File: config.mk
export PLATFORM = sky130hd
export DESIGN_NAME = ula_div_seq_flat
export DESIGN_NICKNAME = d
export VERILOG_FILES = /design/src/rtl/ula_pkg.sv /design/src/rtl/ula_div_seq_if.sv /design/src/rtl/ula_div_step.sv /design/src/rtl/ula_div_seq.sv /design/src/flat_wrapper.sv
export SDC_FILE = /design/constraint.sdc
export NUM_CORES = 1
export LEC_CHECK = 0
export CORE_UTILIZATION = 52
export CTS_CLUSTER_SIZE = 16
export DETAILED_ROUTE_END_ITERATION = 7
export GPL_TIMING_DRIVEN = 0
export MAX_ROUTING_LAYER = met4
export PLACE_DENSITY = 0.78
export SLEW_MARGIN = 5
export SYNTH_ARGS = -nofsm -noshare
export SYNTH_HDL_FRONTEND = slang
export SYNTH_SLANG_ARGS = --single-unit
File: constraint.sdc
create_clock -name clk -period 2.9 [get_ports clk]
set_input_delay 0.29 -clock clk [delete_from_list [all_inputs] [get_ports clk]]
set_output_delay 0.29 -clock clk [all_outputs]
set_load 0.02 [all_outputs]
File: src/rtl/ula_pkg.sv
// Shared ULA definitions: divider FSM states, ALU category and arithmetic op codes.
package ula_pkg;

  localparam int ULA_WIDTH = 8;

  localparam logic [1:0] CAT_ARITH = 2'b00;
  localparam logic [1:0] CAT_LOGIC = 2'b01;
  localparam logic [1:0] CAT_SHIFT = 2'b10;

  localparam logic [2:0] OP_ADD  = 3'b000;
  localparam logic [2:0] OP_SUB  = 3'b001;
  localparam logic [2:0] OP_MUL  = 3'b010;
  localparam logic [2:0] OP_DIV  = 3'b011;
  localparam logic [2:0] OP_SLT  = 3'b100;
  localparam logic [2:0] OP_SLTU = 3'b101;
  localparam logic [2:0] OP_SNE  = 3'b110;
  localparam logic [2:0] OP_SEQ  = 3'b111;

  typedef enum logic [1:0] {
    IDLE = 2'd0,
    CALC = 2'd1,
    DONE = 2'd2
  } div_state_t;

endpackage

File: src/rtl/ula_div_seq_if.sv
// Start/busy/done handshake bundle of the sequential divider.
// ULA_DIV_SIGNED_EN adds the signed_op request bit.
interface ula_div_seq_if #(
  parameter int WIDTH = ula_pkg::ULA_WIDTH
);
  logic             start;
  logic [WIDTH-1:0] dividend;
  logic [WIDTH-1:0] divisor;
`ifdef ULA_DIV_SIGNED_EN
  logic             signed_op;
`endif
  logic             busy;
  logic             done;
  logic [WIDTH-1:0] quotient;
  logic [WIDTH-1:0] remainder;
  logic             div_by_zero;

`ifdef ULA_DIV_SIGNED_EN
  modport master (output start, dividend, divisor, signed_op,
                  input  busy, done, quotient, remainder, div_by_zero);
  modport slave  (input  start, dividend, divisor, signed_op,
                  output busy, done, quotient, remainder, div_by_zero);
`else
  modport master (output start, dividend, divisor,
                  input  busy, done, quotient, remainder, div_by_zero);
  modport slave  (input  start, dividend, divisor,
                  output busy, done, quotient, remainder, div_by_zero);
`endif

endinterface

File: src/rtl/ula_div_step.sv
// One combinational restoring-division step: shift in a dividend bit, trial-subtract the divisor.
module ula_div_step #(
  parameter int WIDTH = 8
) (
  input  logic [WIDTH-1:0] pr,
  input  logic             dvd_bit,
  input  logic [WIDTH-1:0] divisor,
  output logic [WIDTH-1:0] pr_next,
  output logic             q_bit
);

  logic [WIDTH:0]   shifted;
  logic [WIDTH-1:0] diff;

  // When the subtract is taken the difference is below divisor, so WIDTH bits suffice.
  always_comb begin
    shifted = {pr, dvd_bit};
    diff    = shifted[WIDTH-1:0] - divisor;
    q_bit   = (shifted >= {1'b0, divisor});
    pr_next = q_bit ? diff : shifted[WIDTH-1:0];
  end

endmodule

File: src/rtl/ula_div_seq.sv
// Multi-cycle restoring divider, one quotient bit per clock, for the ULA in_div path.
// Define ULA_DIV_SIGNED_EN to add two's-complement division selected by signed_op.
module ula_div_seq
  import ula_pkg::*;
#(
  parameter int WIDTH = ULA_WIDTH
) (
  input  logic          clk,
  input  logic          rst_n,
  ula_div_seq_if.slave  bus
);

  localparam int CW = (WIDTH > 1) ? $clog2(WIDTH) : 1;

  div_state_t       state, state_nxt;
  logic [WIDTH-1:0] pr_q, dvd_q, dsr_q;
  logic [CW-1:0]    cnt_q;
  logic             neg_quo_q, neg_rem_q;
  logic [WIDTH-1:0] pr_nxt;
  logic             q_bit;
  logic             accept, dz_in, last_iter;
  logic             sign_a, sign_b;
  logic [WIDTH-1:0] mag_a, mag_b;

  function automatic logic [WIDTH-1:0] cond_neg(input logic [WIDTH-1:0] v, input logic neg);
    logic signed [WIDTH-1:0] sv;
    sv = signed'(v);
    return neg ? unsigned'(-sv) : v;
  endfunction

  assign accept    = bus.start && (state != CALC);
  assign dz_in     = (bus.divisor == '0);
  assign last_iter = (state == CALC) && (cnt_q == '0);

`ifdef ULA_DIV_SIGNED_EN
  assign sign_a = bus.signed_op & bus.dividend[WIDTH-1];
  assign sign_b = bus.signed_op & bus.divisor[WIDTH-1];
`else
  assign sign_a = 1'b0;
  assign sign_b = 1'b0;
`endif
  // A most-negative operand maps to 2**(WIDTH-1), which still fits unsigned.
  assign mag_a = cond_neg(bus.dividend, sign_a);
  assign mag_b = cond_neg(bus.divisor, sign_b);

  ula_div_step #(.WIDTH(WIDTH)) u_step (
    .pr      (pr_q),
    .dvd_bit (dvd_q[WIDTH-1]),
    .divisor (dsr_q),
    .pr_next (pr_nxt),
    .q_bit   (q_bit)
  );

  always_ff @(posedge clk) begin
    if (!rst_n) state <= IDLE;
    else        state <= state_nxt;
  end

  always_comb begin
    state_nxt = state;
    bus.busy  = 1'b0;
    bus.done  = 1'b0;
    case (state)
      IDLE, DONE: begin
        bus.done  = (state == DONE);
        state_nxt = bus.start ? (dz_in ? DONE : CALC) : IDLE;
      end
      CALC: begin
        bus.busy = 1'b1;
        if (cnt_q == '0) state_nxt = DONE;
      end
      default: state_nxt = IDLE;
    endcase
  end

  // Iteration registers: the dividend register shifts out operand bits and shifts in quotient bits.
  always_ff @(posedge clk) begin
    if (accept) begin
      pr_q      <= '0;
      dvd_q     <= mag_a;
      dsr_q     <= mag_b;
      cnt_q     <= CW'(WIDTH - 1);
      neg_quo_q <= sign_a ^ sign_b;
      neg_rem_q <= sign_a;
    end else if (state == CALC) begin
      pr_q  <= pr_nxt;
      dvd_q <= {dvd_q[WIDTH-2:0], q_bit};
      cnt_q <= cnt_q - 1'b1;
    end
  end

  // Result registers change only when entering DONE, so they hold through IDLE.
  always_ff @(posedge clk) begin
    if (!rst_n) begin
      bus.quotient    <= '0;
      bus.remainder   <= '0;
      bus.div_by_zero <= 1'b0;
    end else if (accept && dz_in) begin
      bus.quotient    <= '1;
      bus.remainder   <= bus.dividend;
      bus.div_by_zero <= 1'b1;
    end else if (last_iter) begin
      bus.quotient    <= cond_neg({dvd_q[WIDTH-2:0], q_bit}, neg_quo_q);
      bus.remainder   <= cond_neg(pr_nxt, neg_rem_q);
      bus.div_by_zero <= 1'b0;
    end
  end

endmodule

File: src/flat_wrapper.sv
// flat-port wrapper written by rule: the top's interface ports become plain ports
module ula_div_seq_flat import ula_pkg::*;
#(
  parameter int WIDTH = ULA_WIDTH
)
  (clk, rst_n, bus_start, bus_dividend, bus_divisor, bus_busy, bus_done, bus_quotient, bus_remainder, bus_div_by_zero);
  ula_div_seq_if #(.WIDTH(WIDTH)) bus_i ();
  input  logic clk;
  input  logic rst_n;
  input wire logic [$bits(bus_i.start)-1:0] bus_start;
  input wire logic [$bits(bus_i.dividend)-1:0] bus_dividend;
  input wire logic [$bits(bus_i.divisor)-1:0] bus_divisor;
  output wire logic [$bits(bus_i.busy)-1:0] bus_busy;
  output wire logic [$bits(bus_i.done)-1:0] bus_done;
  output wire logic [$bits(bus_i.quotient)-1:0] bus_quotient;
  output wire logic [$bits(bus_i.remainder)-1:0] bus_remainder;
  output wire logic [$bits(bus_i.div_by_zero)-1:0] bus_div_by_zero;
  assign bus_i.start = bus_start;
  assign bus_i.dividend = bus_dividend;
  assign bus_i.divisor = bus_divisor;
  assign bus_busy = bus_i.busy;
  assign bus_done = bus_i.done;
  assign bus_quotient = bus_i.quotient;
  assign bus_remainder = bus_i.remainder;
  assign bus_div_by_zero = bus_i.div_by_zero;
  ula_div_seq #(.WIDTH(WIDTH)) u_core (.clk(clk), .rst_n(rst_n), .bus(bus_i));
endmodule
Word-level counts from Yosys, hierarchy flattened
Index checks and enable logic that the tools add are counted.
- bits in registers: 46
- input bits: 19
- output and inout bits: 19
- logic and storage cells: 39
- add/subtract/negate cells: 2
- magnitude comparators: 1
- equality and inequality tests: 4
- multiplexer cells: 15
- reductions and logical operators: 9
- operators with widths (operator ; number):
    8-bit two-way mux ; 7
    9-bit by 8-bit greater-or-equal comparator with 1-bit output ; 1
    8-bit zero test ; 1
    8-bit subtractor ; 1
    2-bit two-way mux ; 3
    1-bit two-way mux ; 4
    2-bit by 1-bit inequality test with 1-bit output, second input constant ; 2
    2-bit one-hot mux with 2 select lines ; 1
    2-bit nonzero test ; 2
    1-bit logical AND ; 3
    3-bit zero test ; 1
    3-bit by 1-bit subtractor with 3-bit output, second input constant ; 1
    2-bit by 1-bit equality test with 1-bit output, second input constant ; 1
    2-bit equality test, second input constant ; 1
    2-bit zero test ; 1
    2-bit OR reduction ; 1

Logic depth before layout (Yosys ltp)
Gate-level depths: netlist (run 1).
- word-level depth: 4
- depth in mapped cells: 9
- mapped depth without buffers: 9

By module
A second synthesis (run 1) with hierarchy kept.
- cells, all modules: 230
- area total of the unflattened synthesis: 2422.3 µm²
- modules (own cells, without submodules) (module ; times used ; cells an instance ; area each (µm²) ; seq. area each (µm²)):
    ula_div_seq ; 1 ; 161 ; 1901.8 ; 1081.0
    ula_div_step ; 1 ; 69 ; 520.5 ; 0.0

Worst setup path before layout (run 1)
Ideal clock, no wire load.
- path type: reg-to-reg
- start point: reg u_core.dsr_q[2]
- end point: reg u_core.pr_q[3]
- library setup time: 0.126 ns
- arrival time: 1.957 ns
- data required time: 2.774 ns
- setup slack: 0.817 ns
- cell stages (with the launch flop): 10
- buffers on the path: 1
- period minus slack after synthesis: 2.083 ns
- cells stage by stage: edfxtp_1 inv_1 ha_1 and3_1 a31oi_1 nand3_1 a41oi_2 buf_6 mux2i_1 o21ai_1
- word-level cells in the longest chain between the ends: 2
- elaborated cells on any way between the ends: 3
- those cells by class: add/sub (1); order compare (1); mux (1)
- RTL lines (what ; RTL line ; text):
    start, declared ; ula_div_seq.sv:16 ; logic [WIDTH-1:0] pr_q, dvd_q, dsr_q;
    start signal, assigned ; ula_div_seq.sv:81 ; dsr_q <= mag_b;
    8-bit subtractor / 9-bit by 8-bit greater-or-equal comparator with 1-bit output (equally long branches) ; ula_div_step.sv:18, ula_div_step.sv:19 ;
    8-bit two-way mux (*) ; ula_div_step.sv:20 ; pr_next = q_bit ? diff : shifted[WIDTH-1:0];
    end signal, assigned ; ula_div_seq.sv:86 ; pr_q <= pr_nxt;
    end, declared ; ula_div_seq.sv:16 ;
Every way passes the cells marked *; elsewhere a longest branch is shown, timed or not.
A chain may end at the register's enable or synchronous reset.

Worst setup path after layout (run 1)
- start point: reg u_core.dsr_q[4]
- end point: reg u_core.pr_q[3]
- word-level cells in the longest chain between the ends: 2
- RTL lines (what ; RTL line ; text):
    9-bit by 8-bit greater-or-equal comparator with 1-bit output ; ula_div_step.sv:19 ; q_bit = (shifted >= {1'b0, divisor});
    8-bit two-way mux ; ula_div_step.sv:20 ;
Every way passes these cells.

==> flow_summary_export.csv, run 1 <==
group,metric,value,unit
outcome,status,"complete, no violations",
critical_path,worstReg2RegEnd,"u_core.pr_q[3]",
synth,synth-edff-count,16,
detailed_routing,drtIter0Drc,116,
clocking,clockBufferDepth,2,
final_layout,area_growth_syn_to_layout,24.0,%
grt,grt_use_met1,0.305,
synth,ys.flop_type,"dfxtp_1",
synth,ys_seq_elements,46,
sta,fin_tns_setup,0,ps
power,netSwitchingPower,514,µW
final_layout,final_core_util,0.685,
final_layout,layout.nets,303,
sta,max_freq,0.427,GHz
power,p_leak,1.10,nW
grt,busiest_layer,"met2",
sta,fin_worst_skew,11.2,ps
final_layout,mostFrequentLayoutCell,"clkdlybuf4s50_1",
critical_path,critPathLaunchType,"flip-flop",
final_layout,n_fill_cell,326,
synth,synth_nets,259,
place,dp_hpwl,3890,µm
floorplan,die_w,67.7,µm
final_layout,antenna-diode-count,0,
critical_path,worstReg2RegStart,"u_core.dsr_q[4]",
detailed_routing,drtPass1Iterations,4,
floorplan,rows,23,
sta,worst_pin_slew,574,ps
grt,grt_overflow,0,
grt,grt_usage,0.263,
clocking,clkLatencyLatePin,310,ps
critical_path,required,3090,ps
run,maxCapViolCount,0,
critical_path,reg2reg_depth,9,
clocking,cts_tree,"yes",
power,sw_frac_of_total,0.305,
sta,setup-violations-final,0,
synth,syn-mean-instance-area,9.79,µm²
power,combPwrFrac,0.275,
grt,use_met2,0.443,
clocking,clock-root-buffer,"clkbuf_8",
critical_path,critPathKind,"reg -> reg",
detailed_routing,wl_per_cell,15.9,µm
grt,grt_pass1_vias,1816,
grt,grt_max_degree,16,
power,vdd_drop_max,0.403,mV
power,internal_power,1.17,mW
detailed_routing,drc_errors,0,
final_layout,design_area,0.00278,mm²
synth,synth_area,0.00224,mm²
min_path,hold_path_end,"u_core.cnt_q[0]",
sta,drv_slew,0,
sta,grt_setup_unrepaired,"false",
critical_path,reg2reg_setup_slack,560,ps
sta,relSlewSlack,0.615,
floorplan,boundaryPins,38,
sta,post-route-period-util,0.807,
place,placed_cell_area,0.00268,mm²
detailed_routing,num_vias,1862,
sta,hold_ws,457,ps
detailed_routing,drtAntennaViolNets,0,
min_path,min_delay_path_depth,1,
clocking,clkTransAtPathRegs,80,ps
floorplan,initial_core_util,0.553,
floorplan,die-area,0.00458,mm²
synth,ys_types,45,
floorplan,chipHeight,67.7,µm
synth,yosysWarnings,0,
clocking,cts_buffers,5,
min_path,hp-class,"reg -> reg",
power,p_per_area,607,mW/mm²
sta,worst_slack,561,ps
final_layout,drive_gt1_frac,0.0949,
floorplan,design.core.area,0.00406,mm²
grt,antenna_found_initial,0,
critical_path,worstPathArrival,2530,ps
place,gp_congestion,0.907,
place,post-place-ws,497,ps
detailed_routing,routed_wl,5170,µm
clocking,cts_hold_buf,0,
power,p_clk_frac,0.261,
clocking,cts_max_level,2,
detailed_routing,viasPerCell,5.75,
sta,finalCriticalPeriod,2340,ps
place,io_buffers,37,
critical_path,crit_fanout,10,
clocking,cts_resized,0,
critical_path,end_kind,"flip-flop",
final_layout,layout_common_cells,"clkdlybuf4s50_1 (37), dfxtp_1 (30), o21ai_0 (28)",
grt,grt_first_pass_wirelength,8270,µm
synth,synth_cells,229,
synth,ys_seq_area_frac,0.482,
clocking,cts_sinks,46,
grt,grtUsageMet3,0.0422,
clocking,cts_setup_buffers,0,
min_path,worstHoldStart,"u_core.cnt_q[0]",
power,power.share.sequential,0.464,
synth,async_flop_share,0,
sta,hold_violations,0,
## worst max-delay path, stage by stage (launching register included)
cell,delay [ps]
edfxtp_1,380
inv_1,80
ha_1,260
and3_1,190
a31oi_1,160
nand3_1,120
a41oi_2,470
buf_6,210
mux2i_1,260
o21ai_1,80
## cells by family (layout without fill, tap and decap cells)
kind of cell,count (synthesis),count (layout),synth area share
AND/OR/NAND/NOR,72,72,0.160
AO/OA/AOI/OAI,58,58,0.159
flip-flops,46,46,0.482
buffers and inverters,24,69,0.0513
multiplexers,13,13,0.0631
adder cells (fa/ha/maj),11,11,0.0647
XOR/XNOR,5,5,0.0195
## power by group through the flow
stage / logic, mW / clock network (mW) / registers [mW]
3_3_place_gp: 0.451 / 0 / 0.792
6_report: 0.464 / 0.441 / 0.782
4_1_cts: 0.466 / 0.442 / 0.781
3_5_place_dp: 0.463 / 0 / 0.796
5_1_grt: 0.512 / 0.464 / 0.791
2_1_floorplan: 0.346 / 0 / 0.783
## routing by layer
layer  routed length (µm)  vias up
met5                    0        -
met4                   80        0
met2                 2550       56
li1                     -      903
met1                 2260      889
met3                  274       14
## through the flow
stage	power, mW	instances
CTS	1.69	324
global route	1.77	324
floorplan	1.13	229
global placement	1.24	316
detailed placement	1.26	316
finish	1.69	324
## Yosys cell counts, types with 5 or more instances
master / count / share of area
mux2_2: 9 / 0.045
edfxtp_1: 16 / 0.21
a21oi_1: 6 / 0.013
nand2b_1: 5 / 0.014
inv_1: 14 / 0.023
ha_1: 10 / 0.056
nor3_1: 7 / 0.016
o21ai_0: 28 / 0.062
nor2b_1: 5 / 0.014
dfxtp_1: 30 / 0.27
nand2_1: 27 / 0.045
nor2_1: 13 / 0.022
nand3_1: 5 / 0.011
## cell type report
type	count	area, µm²	area share
repair buffers	37	370	0.133
multi-input cells	159	1050	0.376
plain buffers	9	58.8	0.0212
clock buffers	7	96.3	0.0347
inverters	15	56.3	0.0203
clock inverters	1	8.76	0.00315
well taps	50	62.6	0.0225
flip-flops and latches	46	1080	0.389
## sequential cells by signal, indices dropped and copies added, names as in the netlist
signal	flops
u_core.bus.remainder	8
u_core.pr_q	8
u_core.dvd_q	8
u_core.cnt_q	3
u_core.dsr_q	8
u_core.state	2
u_core.bus.div_by_zero	1
u_core.bus.quotient	8
## worst max-delay path by stage
stage / from / end / slack (ps)
5_1_grt: u_core.dsr_q[1] / u_core.pr_q[3] / 370
2_1_floorplan: u_core.dsr_q[2] / u_core.pr_q[3] / 820
3_3_place_gp: bus_divisor[3] / u_core.bus.remainder[7] / 540
6_report: u_core.dsr_q[4] / u_core.pr_q[3] / 560
4_1_cts: u_core.dsr_q[2] / u_core.pr_q[3] / 560
3_5_place_dp: bus_divisor[3] / u_core.bus.remainder[7] / 500
No activity file was read; power rests on OpenSTA's default activity.
==> run 2, diff against run 1 <==
clock period = 2.4 ns   (was 2.9 ns; I/O delays follow)
==> run 2 against run 1 <==
  * Routed wire length is 1.4% higher
  * Clock skew hardly changed
  * Critical path depth is 2 lower
==> flow_summary_export.csv, run 2 (same netlist as run 1, synthesis figures left out) <==
group,metric,value,unit
sta,finalCriticalPeriod,2270,ps
sta,grt_setup_unrepaired,"false",
sta,max_freq,0.441,GHz
grt,antenna_found_initial,0,
grt,grt_pass1_vias,1816,
min_path,hp-class,"reg -> reg",
place,post-place-ws,47.1,ps
critical_path,required,2590,ps
sta,drv_slew,0,
detailed_routing,num_vias,1883,
final_layout,antenna-diode-count,0,
clocking,clkLatencyLatePin,310,ps
place,dp_hpwl,3890,µm
final_layout,final_core_util,0.692,
clocking,cts_buffers,5,
detailed_routing,drc_errors,0,
detailed_routing,wl_per_cell,16.1,µm
power,p_per_area,745,mW/mm²
place,placedCellCount,316,
critical_path,end_kind,"flip-flop",
floorplan,rows,23,
floorplan,die-area,0.00458,mm²
sta,hold_violations,0,
clocking,cts_tree,"yes",
clocking,cts_max_level,2,
floorplan,chipHeight,67.7,µm
final_layout,layout_common_cells,"clkdlybuf4s50_1 (37), dfxtp_1 (30), o21ai_0 (28)",
power,vdd_drop_max,0.488,mV
sta,relSlewSlack,0.616,
final_layout,n_fill_cell,328,
power,p_leak,1.11,nW
detailed_routing,viasPerCell,5.78,
floorplan,die_w,67.7,µm
grt,grt_first_pass_wirelength,8270,µm
floorplan,boundaryPins,38,
final_layout,mostFrequentLayoutCell,"clkdlybuf4s50_1",
run,maxCapViolCount,0,
sta,worst_pin_slew,572,ps
grt,grt_max_degree,16,
sta,worst_slack,130,ps
sta,fin_tns_setup,0,ps
detailed_routing,drtIter0Drc,135,
grt,grt_usage,0.263,
outcome,status,"complete, no violations",
final_layout,layout.nets,305,
detailed_routing,drtPass1Iterations,4,
sta,setup-violations-final,0,
floorplan,initial_core_util,0.553,
critical_path,critPathLaunchType,"flip-flop",
final_layout,seqCellArea,0.00108,mm²
sta,hold_ws,457,ps
final_layout,area_growth_syn_to_layout,25.2,%
sta,fin_worst_skew,10.8,ps
final_layout,drive_gt1_frac,0.101,
critical_path,crit_fanout,6,
clocking,cts_hold_buf,0,
sta,post-route-period-util,0.946,
clocking,clock-root-buffer,"clkbuf_8",
place,gp_congestion,0.907,
clocking,clockBufferDepth,2,
floorplan,design.core.area,0.00406,mm²
clocking,cts_sinks,46,
clocking,clkTransAtPathRegs,90,ps
final_layout,multi_input_area,0.00106,mm²
final_layout,instances_no_fill,326,
place,io_buffers,37,
detailed_routing,routed_wl,5240,µm
critical_path,critPathKind,"reg -> reg",
grt,grt_overflow,0,
critical_path,worstPathArrival,2460,ps
detailed_routing,drtAntennaViolNets,0,
==> run 2: cell count changes in the layout (fill, tap and decap cells not counted) <==
cell     change
buf_4        +2
a41oi_2      -1
a41oi_4      +1
==> run 2: per-stage QoR <==
step	power [mW]	instance area (µm²)
final	2.09	2810
after global routing	2.18	2810
after CTS	2.04	2780
after detailed placement	1.52	2680
after global placement	1.50	2680
after floorplan	1.36	2240
==> run 2: final timing paths <==
check                   from               to  slack (ps)  cells past startpoint
min          u_core.cnt_q[0]  u_core.cnt_q[0]         460                      1
max           u_core.pr_q[5]   u_core.pr_q[5]         130                      7
max reg2reg   u_core.pr_q[5]   u_core.pr_q[5]         130                      7
min reg2reg  u_core.cnt_q[0]  u_core.cnt_q[0]         460                      1
==> run 2: area by class of cell <==
class	instances	area share
inverter	15	0.0201
sequential	46	0.385
multi-input combinational	159	0.377
clock inverter	1	0.00312
tap	50	0.0223
clock buffer	7	0.0343
buffer	9	0.0210
timing repair buffer	39	0.137
==> run 2: layer usage <==
metal | global-route usage | share of wire
met3 | 0.0422 | 0.029
met5 | - | 0
met1 | 0.305 | 0.45
met4 | 0.117 | 0.018
met2 | 0.443 | 0.50
==> run 2: report_power, final <==
part	internal [mW]	switching, mW
logic	0.289	0.320
registers	0.893	0.0521
clock network	0.264	0.273
==> run 2: critical path, stage by stage (launching register included) <==
cell and delay, ps:
dfxtp_1 440, ha_1 340, a21o_1 180, a211o_1 320, a41oi_4 310, buf_4 180, mux2i_1 250, o21ai_0 120
==> run 2: repair_timing <==
item	in CTS	in global routing
gates resized for setup	0	1
buffers inserted	0	2
endpoints found under the setup margin	0	8
